==> src/rtl/mul_share_pkg.sv <==
// mul_share_pkg: shared types and constants for the multiplier-sharing arbiter.
//   state_e      : sequencer states (QUIET, IDLE, ISSUE, LAUNCH, WAIT, RESP)
//   WIDTH_DEF    : default operand/result width
//   QUIET_DEF    : default idle cycles after reset release before first issue
//   idx_w()      : bit width needed to hold a requester index
package mul_share_pkg;

    localparam int unsigned WIDTH_DEF = 32;
    localparam int unsigned QUIET_DEF = 3;

    typedef enum logic [2:0] {
        ST_QUIET  = 3'd0,
        ST_IDLE   = 3'd1,
        ST_ISSUE  = 3'd2,
        ST_LAUNCH = 3'd3,
        ST_WAIT   = 3'd4,
        ST_RESP   = 3'd5
    } state_e;

    // At least one bit, so a 2-requester build still has a usable index.
    function automatic int unsigned idx_w(input int unsigned n);
        return (n <= 2) ? 1 : $clog2(n);
    endfunction

endpackage

==> src/rtl/mul_share_arb_rr_pick.sv <==
// rr_pick: combinational round-robin priority picker.
//   req_i     : request vector, one bit per requester
//   ptr_i     : highest-priority requester index this round
//   gnt_id_o  : first set request at or after ptr_i, wrapping modulo N_REQ
//   any_req_o : high when at least one request bit is set
module rr_pick
    import mul_share_pkg::*;
#(
    parameter int unsigned N_REQ = 4,
    parameter int unsigned IW    = idx_w(N_REQ)
) (
    input  logic [N_REQ-1:0] req_i,
    input  logic [IW-1:0]    ptr_i,
    output logic [IW-1:0]    gnt_id_o,
    output logic             any_req_o
);

    // Walk offsets from the farthest to the nearest; the last hit written
    // is the closest one to the pointer, so no early exit is needed.
    always_comb begin
        gnt_id_o  = '0;
        any_req_o = 1'b0;
        for (int k = int'(N_REQ) - 1; k >= 0; k--) begin
            if (req_i[IW'((int'(ptr_i) + k) % int'(N_REQ))]) begin
                gnt_id_o  = IW'((int'(ptr_i) + k) % int'(N_REQ));
                any_req_o = 1'b1;
            end
        end
    end

endmodule

==> src/rtl/mul_share_arb.sv <==
// mul_share_arb: round-robin arbiter/sequencer sharing one start/done
// multiplier between N_REQ requesters.
//   clk, reset        : rising-edge clock, asynchronous active-low reset
//   req               : per-requester request level, held until its rsp_valid
//   req_a, req_b      : packed operands, slice i belongs to requester i
//   rsp_valid         : one-hot, one-cycle completion pulse
//   rsp_result        : product, valid while any rsp_valid bit is set
//   busy              : high from grant through the response cycle
//   mul_start/a/b     : to the shared multiplier
//   mul_result/done   : from the shared multiplier; done is a level that
//                       stays high until the next operation clears it
//
// Handshake: a requester raises req with stable operands and holds it until
// it sees its rsp_valid bit; rsp_valid/rsp_result are valid for exactly one
// cycle. Towards the multiplier, start is a one-cycle pulse, operands stay
// constant until the next grant, and done is only trusted in WAIT.
//
// The current FSM state is exposed on state_o for observation.
module mul_share_arb
    import mul_share_pkg::*;
#(
    parameter int unsigned N_REQ = 4,
    parameter int unsigned WIDTH = WIDTH_DEF,
    parameter int unsigned QUIET = QUIET_DEF
) (
    input  logic                   clk,
    input  logic                   reset,
    input  logic [N_REQ-1:0]       req,
    input  logic [N_REQ*WIDTH-1:0] req_a,
    input  logic [N_REQ*WIDTH-1:0] req_b,
    output logic [N_REQ-1:0]       rsp_valid,
    output logic [WIDTH-1:0]       rsp_result,
    output logic                   busy,
    output logic                   mul_start,
    output logic [WIDTH-1:0]       mul_a,
    output logic [WIDTH-1:0]       mul_b,
    input  logic [WIDTH-1:0]       mul_result,
    input  logic                   mul_done,
    output state_e                 state_o
);

    localparam int unsigned IW = idx_w(N_REQ);
    localparam int unsigned QW = (QUIET < 1) ? 1 : $clog2(QUIET + 1);

    state_e             state_q;
    logic [QW-1:0]      quiet_cnt_q;
    logic [IW-1:0]      ptr_q;
    logic [IW-1:0]      ptr_d;
    logic [IW-1:0]      gnt_q;
    logic [N_REQ-1:0]   rsp_valid_q;
    logic [WIDTH-1:0]   rsp_result_q;
    logic               busy_q;
    logic               mul_start_q;
    logic [WIDTH-1:0]   mul_a_q;
    logic [WIDTH-1:0]   mul_b_q;

    logic [IW-1:0]      pick_id;
    logic               any_req;
    logic [WIDTH-1:0]   a_sel;
    logic [WIDTH-1:0]   b_sel;
    logic [N_REQ-1:0]   gnt_onehot;

    rr_pick #(
        .N_REQ (N_REQ),
        .IW    (IW)
    ) u_rr_pick (
        .req_i     (req),
        .ptr_i     (ptr_q),
        .gnt_id_o  (pick_id),
        .any_req_o (any_req)
    );

    // Operand mux for the requester the picker is offering this cycle.
    always_comb begin
        a_sel = '0;
        b_sel = '0;
        for (int i = 0; i < int'(N_REQ); i++) begin
            if (pick_id == IW'(i)) begin
                a_sel = req_a[i*WIDTH +: WIDTH];
                b_sel = req_b[i*WIDTH +: WIDTH];
            end
        end
    end

    assign gnt_onehot = N_REQ'(1) << gnt_q;

    // Next round starts just after the requester that was served.
    assign ptr_d = (gnt_q == IW'(N_REQ - 1)) ? '0 : gnt_q + 1'b1;

    always_ff @(posedge clk or negedge reset) begin
        if (!reset) begin
            state_q      <= ST_QUIET;
            quiet_cnt_q  <= QW'(QUIET);
            ptr_q        <= '0;
            gnt_q        <= '0;
            rsp_valid_q  <= '0;
            rsp_result_q <= '0;
            busy_q       <= 1'b0;
            mul_start_q  <= 1'b0;
            mul_a_q      <= '0;
            mul_b_q      <= '0;
        end else begin
            case (state_q)
                // Gives a multiplier that was mid-operation at reset time
                // a chance to drain before we drive it.
                ST_QUIET: begin
                    if (quiet_cnt_q == '0) begin
                        state_q <= ST_IDLE;
                    end else begin
                        quiet_cnt_q <= quiet_cnt_q - 1'b1;
                    end
                end
                ST_IDLE: begin
                    if (any_req) begin
                        gnt_q       <= pick_id;
                        mul_a_q     <= a_sel;
                        mul_b_q     <= b_sel;
                        busy_q      <= 1'b1;
                        mul_start_q <= 1'b1;
                        state_q     <= ST_ISSUE;
                    end
                end
                ST_ISSUE: begin
                    mul_start_q <= 1'b0;
                    state_q     <= ST_LAUNCH;
                end
                // done may still be high from the previous operation here,
                // so it is deliberately not looked at.
                ST_LAUNCH: begin
                    state_q <= ST_WAIT;
                end
                ST_WAIT: begin
                    if (mul_done) begin
                        rsp_result_q <= mul_result;
                        rsp_valid_q  <= gnt_onehot;
                        state_q      <= ST_RESP;
                    end
                end
                ST_RESP: begin
                    rsp_valid_q <= '0;
                    busy_q      <= 1'b0;
                    ptr_q       <= ptr_d;
                    state_q     <= ST_IDLE;
                end
                default: begin
                    state_q <= ST_QUIET;
                end
            endcase
        end
    end

    assign rsp_valid  = rsp_valid_q;
    assign rsp_result = rsp_result_q;
    assign busy       = busy_q;
    assign mul_start  = mul_start_q;
    assign mul_a      = mul_a_q;
    assign mul_b      = mul_b_q;
    assign state_o    = state_q;

endmodule

==> config.mk <==
export PLATFORM = sky130hd
export DESIGN_NAME = mul_share_arb
export DESIGN_NICKNAME = d
export VERILOG_FILES = /design/src/rtl/mul_share_pkg.sv /design/src/rtl/mul_share_arb_rr_pick.sv /design/src/rtl/mul_share_arb.sv
export SDC_FILE = /design/constraint.sdc
export NUM_CORES = 1
export LEC_CHECK = 0
export CORE_AREA = 4 4 153 155
export CTS_CLUSTER_DIAMETER = 200
export CTS_CLUSTER_SIZE = 12
export DETAILED_ROUTE_END_ITERATION = 10
export DIE_AREA = 0 0 157 159
export PLACE_DENSITY_LB_ADDON = 0.2
export SETUP_SLACK_MARGIN = 0.4
export SLEW_MARGIN = 20
export SYNTH_ARGS = -nofsm -noshare
export SYNTH_HDL_FRONTEND = slang
export SYNTH_SLANG_ARGS = --single-unit
==> constraint.sdc <==
create_clock -name clk -period 4.4 [get_ports clk]
set_clock_uncertainty 0.2 [all_clocks]
set_input_delay 0.44 -clock clk [delete_from_list [all_inputs] [get_ports clk]]
set_output_delay 0.44 -clock clk [all_outputs]
set_load 0.01 [all_outputs]
==> impl_metrics.json, run 1 <==
{
  "status": "complete, no violations",
  "cp_max_fo": 37,
  "fin_tns_setup_ps": 0,
  "ys_seq_area_frac": 0.470,
  "place.gp.congestion": 0.856,
  "n_fill_cell": 2080,
  "syn_avg_cell_area_sq_um": 9.80,
  "ys_types": 39,
  "finalCriticalPeriod_ps": 2970,
  "grt_pass1_wl_um": 39500,
  "cp-startpoint": "req[3]",
  "rr_endpoint": "mul_b[6]",
  "p_leak_nw": 4.08,
  "p_seq_frac": 0.306,
  "clk_pin_slew_worst_paths_ps": 80,
  "io-pin-count": 400,
  "hold_path_class": "flip-flop to flip-flop",
  "start_kind": "primary input",
  "p_clk_frac": 0.145,
  "grt_max_degree": 73,
  "numCtsBuffers": 9,
  "highest-signal-layer": "met4",
  "pwr-share-comb": 0.549,
  "endpoint": "mul_b[6]",
  "dieArea_sq_mm": 0.0250,
  "htree_num_levels": 3,
  "route.met3.wl_um": 1910,
  "syn_area_sq_mm": 0.00592,
  "crit_slowest_cell": "clkdlybuf4s50_1",
  "grt_pass1_vias": 6391,
  "finalHoldViolations": 0,
  "critPathArrivalTime_ps": 3000,
  "grt_util_all_layers": 0.204,
  "worstMarginPinSlew_ps": 999,
  "cts.sinks": 111,
  "drc": 0,
  "area_growth_pct": 75.4,
  "rsz0062_at_grt": "no",
  "r2r_start": "state_o[0]",
  "rrSetupSlack_ps": 1530,
  "cpLargestDelayFamily": "buffers and inverters",
  "dr_wl_met2_um": 13700,
  "rr_worst_depth": 5,
  "hp-start": "rsp_result[16]",
  "core-area_sq_mm": 0.0218,
  "power_switching_mw": 2.30,
  "setup_viol": 0,
  "cts_tree": "done",
  "power.density_mw_per_mm2": 581,
  "die_w_um": 157,
  "synthCells": 604,
  "wl_per_cell_um": 21.4,
  "critical_path_cell_count": 7,
  "nNetsFinal": 1270,
  "crit_buf_inv": 2,
  "vdd_drop_max_v": 0.000265,
  "wl_met1_um": 10600,
  "relSlewSlack": 0.334,
  "cp-end-kind": "flip-flop",
  "overflow": 0,
  "power.internal_mw": 3.73,
  "initial_core_util": 0.271,
  "worstSetupPathType": "primary input to flip-flop",
  "fmax_mhz": 337,
  "hpwl_um": 19800,
  "vias": 6399,
  "drtIter0Drc": 399,
  "detail-route-antenna-nets": 0,
  "synth-warning-count": 0,
  "syn-num-nets": 904,
  "crit_chain": "clkdlybuf4s50_1, nor4_4, nor4b_4, o2111ai_4, buf_12, o22ai_1, a211oi_2",
  "fin_cells": 1258,
  "fin_crit_sh": 0.675,
  "cpPeakStageDelay_ps": 680,
  "clk_latency_ps": 350,
  "slew_violations": 0,
  "io_buffer_count": 399,
  "row_count": 54,
  "wl_um": 26900,
  "p_sw_frac": 0.381,
  "dp_cells": 1238,
  "die_y_um": 159,
  "cp.required_ps": 4430,
  "dr.pass1.iters": 5,
  "maxCapViolations": 0,
  "synth_seq_cells": 111,
  "antenna_found_initial": 3,
  "root_buffer": "clkbuf_16",
  "drive_gt1_frac": 0.0841,
  "routed_via_density": 5.09,
  "clockBufferDepth": 2
}
## repair_timing
item	CTS	global route
setup endpoints to repair	0	0
buffers inserted	0	0
endpoints found under the hold margin	37	0
hold buffers	1	0
gates resized for setup	0	0
## stage by stage
step                      area, sq um  utilization  total power, mW  hold WS [ps]  setup slack, ps
final                           10400        0.476             6.04           288             1430
after global placement          10100        0.461             5.18           271             1150
after CTS                       10400        0.475             6.11           294             1380
after floorplan                  5920            -             3.53         -55.6             2370
after global routing            10400        0.476             6.43           318             1220
after detailed placement        10100        0.461             5.22           274             1020
## registers in the layout, summed over array words and instances, names as in the netlist
signal / count
mul_a: 32
gnt_q: 2
busy: 1
state_o: 3
ptr_q: 2
rsp_valid: 4
mul_b: 32
rsp_result: 32
mul_start: 1
quiet_cnt_q: 2
## cell type report
cell class                 instances  area (sq um)  share of cell area
antenna                            3          7.51            0.000723
timing repair buffer             411          4150               0.399
clock buffer                      10           229              0.0221
sequential                       111          2780               0.268
clock inverter                     6          77.6             0.00747
multi-input combinational        427          2750               0.265
inverter                          10          37.5             0.00362
tap                              280           350              0.0337
## cells in the final DEF, fill, tap and decap left out, types with 7 or more instances in the layout
master / count
clkdlybuf4s50_1: 398
dfrtp_1: 109
nand2_1: 77
nor2_1: 72
a31oi_1: 68
o22ai_1: 64
a211oi_1: 44
mux2_2: 24
a211oi_2: 21
inv_1: 10
o21ai_0: 10
mux2_1: 9
clkbuf_16: 9
buf_4: 7
## Yosys cell counts
library cell,instances,area [sq um]
dfrtp_1,109,2730
o41ai_1,1,8.76
a21bo_2,1,10.0
a21oi_1,5,25.0
nor2_1,72,270
xnor2_1,1,8.76
dfstp_2,2,52.6
nand2b_1,1,6.26
or2_2,1,6.26
a31oi_1,68,425
o21ai_0,10,50.1
buf_6,11,124
nor3_1,3,15.0
nor4_4,1,21.3
a211oi_2,21,263
ha_1,5,62.6
a21oi_2,1,8.76
buf_2,14,70.1
nor4b_4,1,23.8
nand2_1,78,293
o31ai_4,1,21.3
mux2_1,9,101
clkbuf_1,20,75.1
buf_4,10,75.1
inv_1,10,37.5
and3_1,1,6.26
mux2_2,24,270
o211ai_1,1,7.51
a221oi_1,2,17.5
o221ai_1,1,8.76
mux2i_1,1,10.0
nor4_1,1,6.26
o2111ai_4,1,26.3
clkbuf_4,1,7.51
a211oi_1,44,330
o22ai_1,64,400
nor2b_1,5,31.3
o31ai_1,1,7.51
nand3b_1,1,7.51
## worst min path at each step
| stage | to | cells past startpoint | slack [ps] |
|---|---|---|---|
| after floorplan | busy | 0 | -60 |
| after global placement | rsp_result[17] | 1 | 270 |
| after detailed placement | rsp_result[16] | 1 | 270 |
| after CTS | rsp_result[16] | 1 | 290 |
| after global routing | rsp_result[25] | 1 | 320 |
| final | rsp_result[16] | 1 | 290 |
## cells by family (layout without fill, tap and decap cells)
logic type	count (synthesis)	in the layout	synth area share
AO/OA/AOI/OAI	222	222	0.272
XOR/XNOR	1	1	0.00148
adder cells (fa/ha/maj)	5	5	0.0106
buffers and inverters	66	437	0.0657
flip-flops	111	111	0.470
multiplexers	34	34	0.0645
other	0	3	0
AND/OR/NAND/NOR	165	165	0.116
## power groups by stage
| stage | sequential (mW) | clock [mW] | combinational [mW] |
|---|---|---|---|
| detailed placement | 1.87 | 0 | 3.35 |
| global route | 1.92 | 0.943 | 3.57 |
| global placement | 1.86 | 0 | 3.32 |
| floorplan | 2.02 | 0 | 1.51 |
| finish | 1.85 | 0.875 | 3.31 |
| CTS | 1.85 | 0.905 | 3.35 |
## metal layers
layer | vias up | track usage
met2 | 266 | 0.358
met3 | 33 | 0.0446
met4 | 0 | 0.0631
met1 | 3106 | 0.249
li1 | 2994 | -
met5 | - | 0
No activity file was read; power rests on OpenSTA's default activity.
==> inputs of run 2 (changes only) <==
--- a/config.mk
+++ b/config.mk
@@ -5,11 +5,11 @@
 export SDC_FILE = /design/constraint.sdc
 export NUM_CORES = 1
 export LEC_CHECK = 0
-export CORE_AREA = 4 4 153 155
+export CORE_AREA = 4 4 152 154
 export CTS_CLUSTER_DIAMETER = 200
 export CTS_CLUSTER_SIZE = 12
 export DETAILED_ROUTE_END_ITERATION = 10
-export DIE_AREA = 0 0 157 159
+export DIE_AREA = 0 0 156 158
 export PLACE_DENSITY_LB_ADDON = 0.2
 export SETUP_SLACK_MARGIN = 0.4
 export SLEW_MARGIN = 20
==> constraint.sdc (replaced) <==
create_clock -name clk -period 2.5 [get_ports clk]
set_clock_uncertainty 0.2 [all_clocks]
set_input_delay 0.25 -clock clk [delete_from_list [all_inputs] [get_ports clk]]
set_output_delay 0.25 -clock clk [all_outputs]
set_load 0.01 [all_outputs]
==> run 2 against run 1 <==
  * Core utilization grew 2.3 points
  * Worst setup slack lost 980 ps
  * Register-to-register slack lost 1000 ps
  * Sequential power grew 73%
  * Sequential share of layout area shrank 1.0 points
  * Via count grew 3.1%
  * Combinational power grew 92%
  * First-iteration DRC count grew 19%
  * Non-clock buffer count grew 31
  * Total power grew 83%
  * Final cell count grew 2.2%
  * Critical endpoint is now mul_a[10]
  * Largest power group unchanged
==> impl_metrics.json, run 2 (same netlist as run 1, synthesis figures left out) <==
{
  "crit_chain": "clkdlybuf4s50_1, nor4_4, nor4b_4, buf_4, o31ai_4, buf_12, buf_12, a31oi_1, a211oi_1",
  "grt_pass1_wl_um": 39300,
  "grt_pass1_vias": 6436,
  "io_buffer_count": 399,
  "highest-signal-layer": "met4",
  "p_sw_frac": 0.384,
  "power_switching_mw": 4.24,
  "worstSetupPathType": "primary input to flip-flop",
  "numCtsBuffers": 9,
  "vias": 6596,
  "crit_buf_inv": 4,
  "clk_latency_ps": 360,
  "wl_um": 28100,
  "cts.sinks": 111,
  "drive_gt1_frac": 0.123,
  "crit_slowest_cell": "clkdlybuf4s50_1",
  "vdd_drop_max_v": 0.000388,
  "pwr-share-comb": 0.576,
  "pre_cts_ws_ps": 17.9,
  "finalHoldViolations": 0,
  "post-route-util": 0.498,
  "setup_ws_ps": 445,
  "p_seq_frac": 0.290,
  "dr.pass1.iters": 5,
  "hold_path_class": "primary input to asynchronous set/reset pin",
  "cpPeakStageDelay_ps": 470,
  "cp_common_cell": "buf_12",
  "dieArea_sq_mm": 0.0246,
  "antenna_found_initial": 0,
  "rsz0062_at_grt": "no",
  "grt_util_all_layers": 0.206,
  "die_y_um": 158,
  "drc": 0,
  "final_common_cell": "clkdlybuf4s50_1",
  "fmax_mhz": 487,
  "row_count": 54,
  "io-pin-count": 400,
  "htree_num_levels": 3,
  "relSlewSlack": 0.600,
  "fin_crit_sh": 0.822,
  "maxCapViolations": 0,
  "p_clk_frac": 0.134,
  "mostFrequentLayoutCells": "397 x clkdlybuf4s50_1, 108 x dfrtp_1, 77 x nand2_1, 72 x nor2_1, 66 x a31oi_1",
  "root_buffer": "clkbuf_16",
  "start_kind": "primary input",
  "route.met3.wl_um": 1950,
  "wl_met1_um": 11200,
  "detail-route-antenna-nets": 0,
  "clockBufferDepth": 2,
  "cp.required_ps": 2560,
  "wl_per_cell_um": 21.8,
  "slew_violations": 0,
  "grt_max_degree": 50,
  "insertedDiodeCount": 0,
  "worstMarginPinSlew_ps": 601,
  "power.internal_mw": 6.81,
  "hpwl_um": 20000,
  "fin_tns_setup_ps": 0,
  "place.gp.congestion": 0.909,
  "cts_tree": "done",
  "status": "complete, no violations",
  "initial_core_util": 0.273,
  "dr_wl_met2_um": 14100,
  "core-area_sq_mm": 0.0217,
  "drtIter0Drc": 474,
  "setup_viol": 0,
  "finalCriticalPeriod_ps": 2050,
  "nNetsFinal": 1301,
  "power.density_mw_per_mm2": 1020,
  "cp-end-kind": "flip-flop",
  "routed_via_density": 5.13,
  "die_w_um": 156,
  "clk_pin_slew_worst_paths_ps": 80,
  "critPathArrivalTime_ps": 2110,
  "p_leak_nw": 4.31,
  "area_growth_pct": 82.6,
  "overflow": 0,
  "cpLargestDelayFamily": "buffers and inverters",
  "cp_max_fo": 23
}
[run 2: cell types whose count changed in the layout (fill, tap and decap cells not counted), moves of 3 or more]
cell       change
a211oi_1       -6
diode_2        -3
buf_4         +17
buf_6          +4
clkbuf_16      +3
a211oi_2       +6
buf_12         +6
[run 2: final timing paths]
kind | startpoint | end | slack, ps | cells after the start
max | req[1] | mul_a[10] | 450 | 9
min | reset | mul_a[12] | 230 | 2
max reg2reg | state_o[2] | mul_b[13] | 500 | 7
min reg2reg | rsp_result[30] | rsp_result[30] | 290 | 1
max in group asynchronous | reset | quiet_cnt_q[0] | 1130 | 3
min in group clk | req_b[4] | mul_b[4] | 230 | 3
[run 2: stage by stage]
step	cells	hold WS, ps	area (sq um)	total power [mW]
2_1_floorplan	604	-246	5920	6.22
3_5_place_dp	1258	102	10300	9.35
5_1_grt	1286	229	10800	11.8
6_report	1286	226	10800	11.1
4_1_cts	1275	213	10600	10.9
3_3_place_gp	1258	101	10300	9.28
[run 2: area by class of cell]
cell class / instances / area (sq um)
clock inverters: 6 / 57.6
inverters: 10 / 37.5
flip-flops and latches: 111 / 2780
multi-input cells: 427 / 2810
clock buffers: 10 / 229
well taps: 280 / 350
repair buffers: 442 / 4540
fillers: 2011 / 10900
[run 2: per-layer routing]
metal  vias up  global-route usage
li1       3054                   -
met1      3202               0.258
met3        44              0.0429
met4         0              0.0792
met5         -                   0
met2       296               0.350
[run 2: power groups by stage]
| stage | clock [mW] | combinational (mW) | sequential, mW |
|---|---|---|---|
| 3_3_place_gp | 0 | 6.06 | 3.22 |
| 6_report | 1.48 | 6.37 | 3.20 |
| 4_1_cts | 1.53 | 6.14 | 3.20 |
| 3_5_place_dp | 0 | 6.12 | 3.23 |
| 5_1_grt | 1.59 | 6.85 | 3.31 |
| 2_1_floorplan | 0 | 2.66 | 3.56 |
[run 2: worst register-to-register path, cell delays in order (launching register included)]
cell	delay, ps
dfrtp_1	430
nor4b_4	340
buf_4	200
o31ai_4	70
buf_12	140
clkbuf_16	190
a31oi_1	200
a211oi_2	100
[run 2: repair_timing]
item,CTS,global route
resized for setup,0,16
endpoints found under the setup margin,0,55
buffers inserted,0,7
hold buffers,1,0
hold endpoints to repair,38,0
==> inputs of run 3 (changes only) <==
--- a/config.mk
+++ b/config.mk
@@ -5,11 +5,11 @@
 export SDC_FILE = /design/constraint.sdc
 export NUM_CORES = 1
 export LEC_CHECK = 0
-export CORE_AREA = 4 4 152 154
+export CORE_AREA = 4 4 154 156
 export CTS_CLUSTER_DIAMETER = 200
 export CTS_CLUSTER_SIZE = 12
 export DETAILED_ROUTE_END_ITERATION = 10
-export DIE_AREA = 0 0 156 158
+export DIE_AREA = 0 0 158 160
 export PLACE_DENSITY_LB_ADDON = 0.2
 export SETUP_SLACK_MARGIN = 0.4
 export SLEW_MARGIN = 20
==> constraint.sdc (replaced) <==
create_clock -name clk -period 2.08 [get_ports clk]
set_clock_uncertainty 0.2 [all_clocks]
set_input_delay 0.208 -clock clk [delete_from_list [all_inputs] [get_ports clk]]
set_output_delay 0.208 -clock clk [all_outputs]
set_load 0.01 [all_outputs]
==> run 3 against run 2 <==
  * Hold slack got worse by 81 ps
  * Final cell count grew 4.8%
  * Core utilization is 5.9 points higher
  * Non-clock buffer count up 57
  * Total power grew 40%
  * Register-to-register slack got worse by 420 ps
  * First-iteration DRC count grew 1.1%
  * Count of clock-buffer cells in the layout fell by 1
  * Routed wire length increased by 15%
  * Die area increased by 2.6%
  * Combinational power is 52% higher
  * Critical path type is now flip-flop to flip-flop
  * Critical endpoint is now mul_a[31]
  * Largest power group unchanged
==> impl_metrics.json, run 3 (same netlist as run 1, synthesis figures left out) <==
{
  "finalCriticalPeriod_ps": 2000,
  "cpLargestDelayFamily": "buffers and inverters",
  "fmax_mhz": 501,
  "drc": 0,
  "grt_pass1_wl_um": 43100,
  "overflow": 0,
  "grt.met2_usage": 0.378,
  "core-area_sq_mm": 0.0224,
  "insertedDiodeCount": 0,
  "power_mw": 15.5,
  "nNetsFinal": 1358,
  "multi_input_area_sq_mm": 0.00370,
  "place.gp.congestion": 0.893,
  "clk_latency_ps": 360,
  "cpPeakStageDelay_ps": 430,
  "start_kind": "flip-flop",
  "die_y_um": 160,
  "busiest_layer": "met2",
  "grt_pass1_vias": 7080,
  "grt_util_all_layers": 0.222,
  "final_common_cell": "clkdlybuf4s50_1",
  "rsz0062_at_grt": "yes",
  "setup_ws_ps": 83.6,
  "cts.sinks": 111,
  "worstSetupPathType": "flip-flop to flip-flop",
  "n_fill_cell": 1968,
  "finalHoldViolations": 0,
  "io_buffer_count": 399,
  "dr.pass1.iters": 4,
  "crit_buf_inv": 4,
  "routed_via_density": 5.21,
  "cp-end-kind": "flip-flop",
  "rr_worst_depth": 8,
  "fin_crit_sh": 0.960,
  "relSlewSlack": 0.672,
  "clk_pin_slew_worst_paths_ps": 90,
  "slew_violations": 0,
  "power.density_mw_per_mm2": 1240,
  "cp_max_fo": 15,
  "die_w_um": 158,
  "mostFrequentLayoutCells": "290 x clkdlybuf4s50_1, 108 x dfrtp_1, 86 x dlygate4sd2_1, 72 x nand2_1, 68 x nor2_1",
  "detail-route-antenna-nets": 0,
  "io-pin-count": 400,
  "status": "complete, no violations",
  "drtIter0Drc": 479,
  "maxCapViolations": 0,
  "setup_viol": 0,
  "worstMarginPinSlew_ps": 493,
  "htree_num_levels": 3,
  "grt_max_degree": 49,
  "critical_path_cell_count": 8,
  "hold_path_class": "primary input to asynchronous set/reset pin",
  "use_met3": 0.0428,
  "area_growth_pct": 111,
  "dieArea_sq_mm": 0.0253,
  "cp_common_cell": "buf_4",
  "crit_chain": "nor4b_4, buf_4, buf_4, nand3b_1, buf_6, buf_12, o22ai_1, a211oi_1",
  "met1_usage": 0.280,
  "critPathArrivalTime_ps": 2040,
  "drive_gt1_frac": 0.267,
  "root_buffer": "clkbuf_16",
  "wl_per_cell_um": 23.9,
  "crit_slowest_cell": "dfrtp_1",
  "row_count": 55,
  "clockBufferDepth": 2,
  "p_leak_nw": 5.18,
  "cts_tree": "done",
  "cp.required_ps": 2130,
  "pre_cts_ws_ps": -397,
  "ff_latch_area_sq_mm": 0.00278,
  "numCtsBuffers": 9,
  "vias": 7017,
  "vdd_drop_max_v": 0.000495,
  "hpwl_um": 21200,
  "antenna_found_initial": 0,
  "wl_um": 32200,
  "initial_core_util": 0.265
}
## run 3: cell types whose count changed in the layout (fill, tap and decap cells not counted), moves of 18 or more
cell / before / now
dlymetal6s2s_1: 1 / 19
dlygate4sd2_1: 0 / 86
a31oi_1: 66 / 35
o22ai_1: 64 / 30
o22ai_2: 0 / 25
mux2_2: 24 / 0
buf_6: 4 / 24
clkdlybuf4s50_1: 397 / 290
mux2_4: 0 / 33
## run 3: area by class of cell
cell class / count / area share
timing repair buffer: 499 / 0.425
multi-input combinational: 427 / 0.297
sequential: 111 / 0.223
tap: 285 / 0.0286
clock buffer: 9 / 0.0181
clock inverter: 7 / 0.00602
inverter: 10 / 0.00301
## run 3: per-layer routing
metal | vias up | wire, um
li1 | 3180 | -
met4 | 0 | 894
met1 | 3449 | 13300
met5 | - | 0
met2 | 332 | 15700
met3 | 56 | 2260
## run 3: path summary, 6_finish.rpt
check	from	to	slack [ps]
max	state_o[1]	mul_a[31]	80
min	reset	rsp_result[11]	140
max reg2reg	state_o[1]	mul_a[31]	80
min reg2reg	rsp_valid[2]	rsp_valid[2]	310
max in group asynchronous	reset	quiet_cnt_q[1]	870
min in group clk	req_b[14]	mul_b[14]	180
## run 3: where the power goes
part	switching [mW]	internal, mW
clock network	0.956	0.855
registers	0.708	3.23
logic	4.55	5.16
total	6.21	9.24
## run 3: through the flow
stage | utilization | instances | TNS (ps) | hold slack [ps] | cell area (sq um)
2_1_floorplan | - | 604 | 0 | -288 | 5980
3_3_place_gp | 0.472 | 1291 | -17000 | 0.833 | 10600
3_5_place_dp | 0.472 | 1291 | -20090 | 2.98 | 10600
4_1_cts | 0.518 | 1327 | 0 | 142 | 11600
5_1_grt | 0.558 | 1348 | 0 | 167 | 12500
6_report | 0.558 | 1348 | 0 | 144 | 12500
## run 3: timing repair
| action | CTS | global route |
|---|---|---|
| pin swaps | 11 | 15 |
| setup endpoints to repair | 183 | 124 |
| gates resized for setup | 194 | 135 |
| hold buffers | 1 | 0 |
| gates cloned | 6 | 11 |
| setup buffers | 13 | 10 |
| hold endpoints to repair | 36 | 0 |
